## src/rtl/neuron_pkg.sv

```systemverilog
// Shared types and constants for the neuron argmax block.
// FSM encoding and signed saturation bounds.
package neuron_pkg;

  typedef enum logic [1:0] {
    IDLE  = 2'd0,
    ACCUM = 2'd1,
    HOLD  = 2'd2
  } state_e;

  localparam int VAL_W = 26;

  // Saturation bounds for a signed value of width w.
  function automatic logic signed [63:0] sat_max(input int w);
    return (64'sd1 <<< (w - 1)) - 64'sd1;
  endfunction

  function automatic logic signed [63:0] sat_min(input int w);
    return -(64'sd1 <<< (w - 1));
  endfunction

  localparam logic signed [VAL_W-1:0] VAL_MAX = VAL_W'(sat_max(VAL_W));
  localparam logic signed [VAL_W-1:0] VAL_MIN = VAL_W'(sat_min(VAL_W));

endpackage

```

## src/rtl/neuron_argmax_if.sv

```systemverilog
// Beat input and result output bundle of neuron_argmax.
// in_bias exists only with NEURON_ARGMAX_BIAS_EN defined.
interface neuron_argmax_if #(
  parameter int VAL_SIZE = 26,
  parameter int IDX_W    = 4
);
  logic                       in_valid;
  logic                       in_ready;
  logic signed [VAL_SIZE-1:0] in_value;
  logic                       in_last;
`ifdef NEURON_ARGMAX_BIAS_EN
  logic signed [VAL_SIZE-1:0] in_bias;
`endif
  logic                       out_valid;
  logic                       out_ready;
  logic [IDX_W-1:0]           out_class;
  logic signed [VAL_SIZE-1:0] out_score;
  logic                       out_error;

  modport slave (
`ifdef NEURON_ARGMAX_BIAS_EN
    input  in_bias,
`endif
    input  in_valid, in_value, in_last, out_ready,
    output in_ready, out_valid, out_class, out_score,
    output out_error
  );

  modport master (
`ifdef NEURON_ARGMAX_BIAS_EN
    output in_bias,
`endif
    output in_valid, in_value, in_last, out_ready,
    input  in_ready, out_valid, out_class, out_score,
    input  out_error
  );
endinterface

```

## src/rtl/sat_add.sv

```systemverilog
// Signed adder saturating to the W-bit two's-complement range.
// Used only when NEURON_ARGMAX_BIAS_EN is defined.
module sat_add
  import neuron_pkg::*;
#(
  parameter int W = 26
) (
  input  logic signed [W-1:0] a_i,
  input  logic signed [W-1:0] b_i,
  output logic signed [W-1:0] sum_o
);
  localparam logic signed [W-1:0] MAX = W'(sat_max(W));
  localparam logic signed [W-1:0] MIN = W'(sat_min(W));

  logic signed [W:0] sum;

  // One extra bit holds the exact sum; top two bits differ on overflow.
  always_comb begin
    sum   = {a_i[W-1], a_i} + {b_i[W-1], b_i};
    sum_o = sum[W-1:0];
    if (sum[W] != sum[W-1]) begin
      sum_o = sum[W] ? MIN : MAX;
    end
  end
endmodule

```

## src/rtl/neuron_argmax.sv

```systemverilog
// Streaming argmax over NEURON_N signed neuron values per frame.
// Optional bias add with saturation: NEURON_ARGMAX_BIAS_EN.
module neuron_argmax
  import neuron_pkg::*;
#(
  parameter int VAL_SIZE = 26,
  parameter int NEURON_N = 10,
  parameter int IDX_W    = 4
) (
  input logic           clk,
  input logic           GlobalReset,
  neuron_argmax_if.slave bus
);
  localparam logic [IDX_W-1:0] CNT_END = IDX_W'(NEURON_N - 1);

  state_e                     state_q;
  logic [IDX_W-1:0]           cnt_q;
  logic [IDX_W-1:0]           idx_q;
  logic signed [VAL_SIZE-1:0] best_q;
  logic                       vld_q;
  logic [IDX_W-1:0]           cls_q;
  logic signed [VAL_SIZE-1:0] score_q;
  logic                       err_q;

  logic signed [VAL_SIZE-1:0] val;
  logic signed [VAL_SIZE-1:0] best_d;
  logic [IDX_W-1:0]           idx_d;
  logic                       beat;
  logic                       take;
  logic                       at_end;
  logic                       term;

`ifdef NEURON_ARGMAX_BIAS_EN
  sat_add #(
    .W(VAL_SIZE)
  ) u_sat (
    .a_i  (bus.in_value),
    .b_i  (bus.in_bias),
    .sum_o(val)
  );
`else
  assign val = bus.in_value;
`endif

  assign bus.in_ready  = (state_q != HOLD);
  assign bus.out_valid = vld_q;
  assign bus.out_class = cls_q;
  assign bus.out_score = score_q;
  assign bus.out_error = err_q;

  // First beat always wins; later beats only on strictly greater.
  always_comb begin
    beat   = bus.in_valid && bus.in_ready;
    take   = (state_q == IDLE) || (val > best_q);
    best_d = take ? val : best_q;
    idx_d  = take ? cnt_q : idx_q;
    at_end = (cnt_q == CNT_END);
    term   = bus.in_last || at_end;
  end

  // Frame FSM with registered result outputs.
  always_ff @(posedge clk or posedge GlobalReset) begin
    if (GlobalReset) begin
      state_q <= IDLE;
      cnt_q   <= '0;
      idx_q   <= '0;
      best_q  <= '0;
      vld_q   <= 1'b0;
      cls_q   <= '0;
      score_q <= '0;
      err_q   <= 1'b0;
    end else begin
      unique case (state_q)
        IDLE, ACCUM: begin
          if (beat) begin
            best_q <= best_d;
            idx_q  <= idx_d;
            if (term) begin
              state_q <= HOLD;
              vld_q   <= 1'b1;
              cls_q   <= idx_d;
              score_q <= best_d;
              err_q   <= !(bus.in_last && at_end);
            end else begin
              state_q <= ACCUM;
              cnt_q   <= cnt_q + 1'b1;
            end
          end
        end
        HOLD: begin
          if (vld_q && bus.out_ready) begin
            state_q <= IDLE;
            cnt_q   <= '0;
            vld_q   <= 1'b0;
          end
        end
        default: state_q <= IDLE;
      endcase
    end
  end
endmodule

```

## src/flat_wrapper.sv

```systemverilog
// flat-port wrapper written by rule: the top's interface ports become plain ports
module neuron_argmax_flat import neuron_pkg::*;
#(
  parameter int VAL_SIZE = 26,
  parameter int NEURON_N = 10,
  parameter int IDX_W    = 4
)
  (clk, GlobalReset, bus_in_valid, bus_in_value, bus_in_last, bus_out_ready, bus_in_ready, bus_out_valid, bus_out_class, bus_out_score, bus_out_error);
  neuron_argmax_if #(.VAL_SIZE(VAL_SIZE), .IDX_W(IDX_W)) bus_i ();
  input logic clk;
  input logic GlobalReset;
  input wire logic [$bits(bus_i.in_valid)-1:0] bus_in_valid;
  input wire logic [$bits(bus_i.in_value)-1:0] bus_in_value;
  input wire logic [$bits(bus_i.in_last)-1:0] bus_in_last;
  input wire logic [$bits(bus_i.out_ready)-1:0] bus_out_ready;
  output wire logic [$bits(bus_i.in_ready)-1:0] bus_in_ready;
  output wire logic [$bits(bus_i.out_valid)-1:0] bus_out_valid;
  output wire logic [$bits(bus_i.out_class)-1:0] bus_out_class;
  output wire logic [$bits(bus_i.out_score)-1:0] bus_out_score;
  output wire logic [$bits(bus_i.out_error)-1:0] bus_out_error;
  assign bus_i.in_valid = bus_in_valid;
  assign bus_i.in_value = bus_in_value;
  assign bus_i.in_last = bus_in_last;
  assign bus_i.out_ready = bus_out_ready;
  assign bus_in_ready = bus_i.in_ready;
  assign bus_out_valid = bus_i.out_valid;
  assign bus_out_class = bus_i.out_class;
  assign bus_out_score = bus_i.out_score;
  assign bus_out_error = bus_i.out_error;
  neuron_argmax #(.VAL_SIZE(VAL_SIZE), .NEURON_N(NEURON_N), .IDX_W(IDX_W)) u_core (.clk(clk), .GlobalReset(GlobalReset), .bus(bus_i));
endmodule
```

## config.mk

```make
export PLATFORM = sky130hd
export DESIGN_NAME = neuron_argmax_flat
export DESIGN_NICKNAME = d
export VERILOG_FILES = /design/src/rtl/neuron_pkg.sv /design/src/rtl/neuron_argmax_if.sv /design/src/rtl/sat_add.sv /design/src/rtl/neuron_argmax.sv /design/src/flat_wrapper.sv
export SDC_FILE = /design/constraint.sdc
export NUM_CORES = 1
export LEC_CHECK = 0
export ABC_AREA = 0
export BUFFER_PORTS_ARGS = -buffer_cell sky130_fd_sc_hd__buf_2
export CORE_ASPECT_RATIO = 0.9
export CORE_MARGIN = 3
export CORE_UTILIZATION = 52
export DETAILED_ROUTE_END_ITERATION = 10
export HOLD_SLACK_MARGIN = 0.05
export PLACE_DENSITY = 0.85
export SLEW_MARGIN = 0
export SYNTH_ARGS = -nofsm -noshare
export SYNTH_HDL_FRONTEND = slang
export SYNTH_SLANG_ARGS = --single-unit
```

## constraint.sdc

```tcl
create_clock -name clk -period 3.85 [get_ports clk]
set_clock_uncertainty 0.1 [all_clocks]
set_input_delay 0.5775 -clock clk [delete_from_list [all_inputs] [get_ports clk]]
set_output_delay 0.5775 -clock clk [all_outputs]
set_load 0.01 [all_outputs]
```

==> impl_metrics.json <==
{
  "cts_buffer_depth": 2,
  "ir_worst_vdd_uv": 450.8,
  "drcViolationCount": 0,
  "status": "complete, no violations",
  "yosys.area.top_type_share": 0.3580,
  "synth_ff_type": "dfrtp_1",
  "via_per_inst": 6.658,
  "grt_pass1_vias": 4632,
  "synth-seq-area-share": 0.3580,
  "fillers": 775,
  "root_buffer": "clkbuf_8",
  "dieArea_um2": 10330,
  "dr.pass1.iters": 5,
  "end_kind": "flop",
  "antenna_found_initial": 0,
  "die_width_um": 106.8,
  "synth_edf_count": 0,
  "yosysWarnings": 0,
  "antenna_left": 0,
  "dp_hpwl_um": 8530,
  "synthTopCellsByCount": "nand2_1, dfrtp_1, clkbuf_1",
  "cts_buffers": 9,
  "start_util": 0.5446,
  "rsz0062_at_grt": "false",
  "max_freq_mhz": 282.3,
  "relSlewSlack": 0.1984,
  "drive_gt1_frac": 0.1783,
  "clock_latency_ps": 350,
  "clk_pin_slew_worst_paths_ps": 80,
  "p_sw_w": 0.002112,
  "htreeDepth": 3,
  "grt_pass1_wl_um": 22740,
  "finalWeightedCongestion": 0.8435,
  "placed_area_um2": 5184,
  "grt_use_total": 0.2650,
  "synthCells": 559,
  "grt_max_degree": 61,
  "register_area_um2": 1702,
  "die_y_um": 96.70,
  "clkPwrFrac": 0.141,
  "startpoint_type": "flop",
  "clkSinkCount": 68,
  "synth.most_common_cell": "nand2_1",
  "powerDensity_nw_per_um2": 823.9,
  "cts_repair_resize_count": 0,
  "hold_class": "in2async",
  "fin_crit_ps": 3542,
  "drv_slew": 0,
  "synth_area_leaders": "dfrtp_1, nand2_1, ha_1, a2111o_1, a2111oi_0",
  "crit_fanout": 17,
  "multi_input_area_um2": 2751,
  "ioPinCount": 64,
  "combinationalPowerShare": 0.572,
  "avgRoutedWirePerCell_um": 18.77,
  "core.rowCount": 32,
  "p_seq_frac": 0.287,
  "drt_wl_total_um": 13490,
  "final_area_um2": 5388,
  "grt-ovfl-total": 0,
  "synth_cell_types": 36,
  "synth_area_um2": 4753,
  "whs_ps": 253.6,
  "path_class": "reg2reg",
  "nets": 654,
  "tritoncts": "built",
  "setup-violations-final": 0,
  "period_share": 0.9201,
  "setup_tns_ps": 0,
  "max_cap_viol_count": 0,
  "arrival_ps": 3660,
  "async_flop_share": 1.000,
  "drt_iter0_drc": 428,
  "synth_nets": 618,
  "postCtsSetupBuffers": 0,
  "synth_area_per_cell_um2": 8.503,
  "p_leak_nw": 2.364,
  "tightestPinTransition_ps": 1200,
  "num_vias": 4787,
  "intPower_w": 0.002327,
  "swShare": 0.4758,
  "cts-hold-fix-buffers": 0,
  "report.final.hold_viol_count": 0,
  "port_buffers": 63,
  "diodes": 0,
  "cp.required_ps": 3960,
  "synth-seq-cells": 68,
  "core-area_um2": 8728,
  "yosys.area.top_type": "dfrtp_1",
  "area_growth_pct": 13.35
}
kinds of logic after synthesis:
logic type                 Yosys count  synth area share
AOI/OAI and AO/OA                  183            0.3103
xor gates and xnor gates             2          0.003686
adders and majority gates           28           0.07370
buffers and inverters               89           0.07186
DFF                                 68            0.3580
muxes                                1          0.002106
and+or+nand+nor                    188            0.1803
final timing paths:
check                             startpoint  slack [ps]  depth (start not counted)                   end
setup / recovery           u_core.best_q[21]         310                          9      u_core.best_q[6]
hold / removal                   GlobalReset         250                          2  u_core.bus.out_error
setup reg to reg           u_core.best_q[21]         310                          9      u_core.best_q[6]
hold reg to reg              u_core.idx_q[0]         410                          2       u_core.idx_q[0]
max in group asynchronous        GlobalReset        2450                          3     u_core.best_q[25]
min in group clk                 bus_in_last         360                          2  u_core.bus.out_error
layer usage:
| layer | vias up | global-route usage | routed length (µm) |
|---|---|---|---|
| met2 | 242 | 0.4003 | 6265 |
| met1 | 2329 | 0.3861 | 5946 |
| met3 | 19 | 0.04069 | 1097 |
| met4 | 0 | 0.09341 | 185 |
| met5 | - | 0 | 0 |
| li1 | 2197 | - | - |
area by class of cell:
cell class	count	share of cell area
inverters	31	0.02160
clock inverters	3	0.008360
clock buffers	13	0.02949
multi-input cells	402	0.5107
repair buffers	83	0.08639
well taps	119	0.02764
flip-flops and latches	68	0.3158
power by group through the flow:
stage | Combinational (W) | Clock, W | Sequential [W]
floorplan | 0.00171 | 0 | 0.00131
global placement | 0.00241 | 0 | 0.00126
detailed placement | 0.00249 | 0 | 0.00128
CTS | 0.00250 | 0.000629 | 0.00127
global route | 0.00280 | 0.000658 | 0.00132
finish | 0.00254 | 0.000625 | 0.00127
placed cells by master, fill, tap and decap left out, drive strengths merged, types with 3 or more instances in the layout:
master,n
a21oi,9
nand2,95
and3,30
ha,28
o21ai,12
inv,31
a2111oi,31
nand2b,4
a31oi,31
o211ai,28
a221oi,30
buf,83
a211oi,3
nand4,8
a211o,6
nor2,41
dfrtp,68
a2111o,26
clkbuf,13
stage by stage:
stage / utilization / cells / power [W] / worst slack [ps]
after floorplan: - / 559 / 0.003014 / 882.7
after global placement: 0.5939 / 703 / 0.003669 / 184.1
after detailed placement: 0.5939 / 703 / 0.003773 / 79.83
after CTS: 0.6173 / 719 / 0.004399 / 379.6
after global routing: 0.6173 / 719 / 0.004782 / 192.3
final: 0.6173 / 719 / 0.004439 / 307.5
flip-flops by register name, indices dropped and copies added (netlist names):
signal	cells
u_core.best_q	26
u_core.state_q	2
u_core.bus.out_error	1
u_core.cnt_q	4
u_core.bus.out_valid	1
u_core.bus.out_class	4
u_core.bus.out_score	26
u_core.idx_q	4
worst max-delay path: stages (launching register included):
cell and delay [ps]:
dfrtp_1 360, inv_1 70, ha_1 320, nand4_1 220, nor4_4 390, buf_4 290, a2111oi_4 110, a211oi_2 990
buf_4 390, o211ai_1 140
Note: power is estimated with default switching activity, not from simulation.
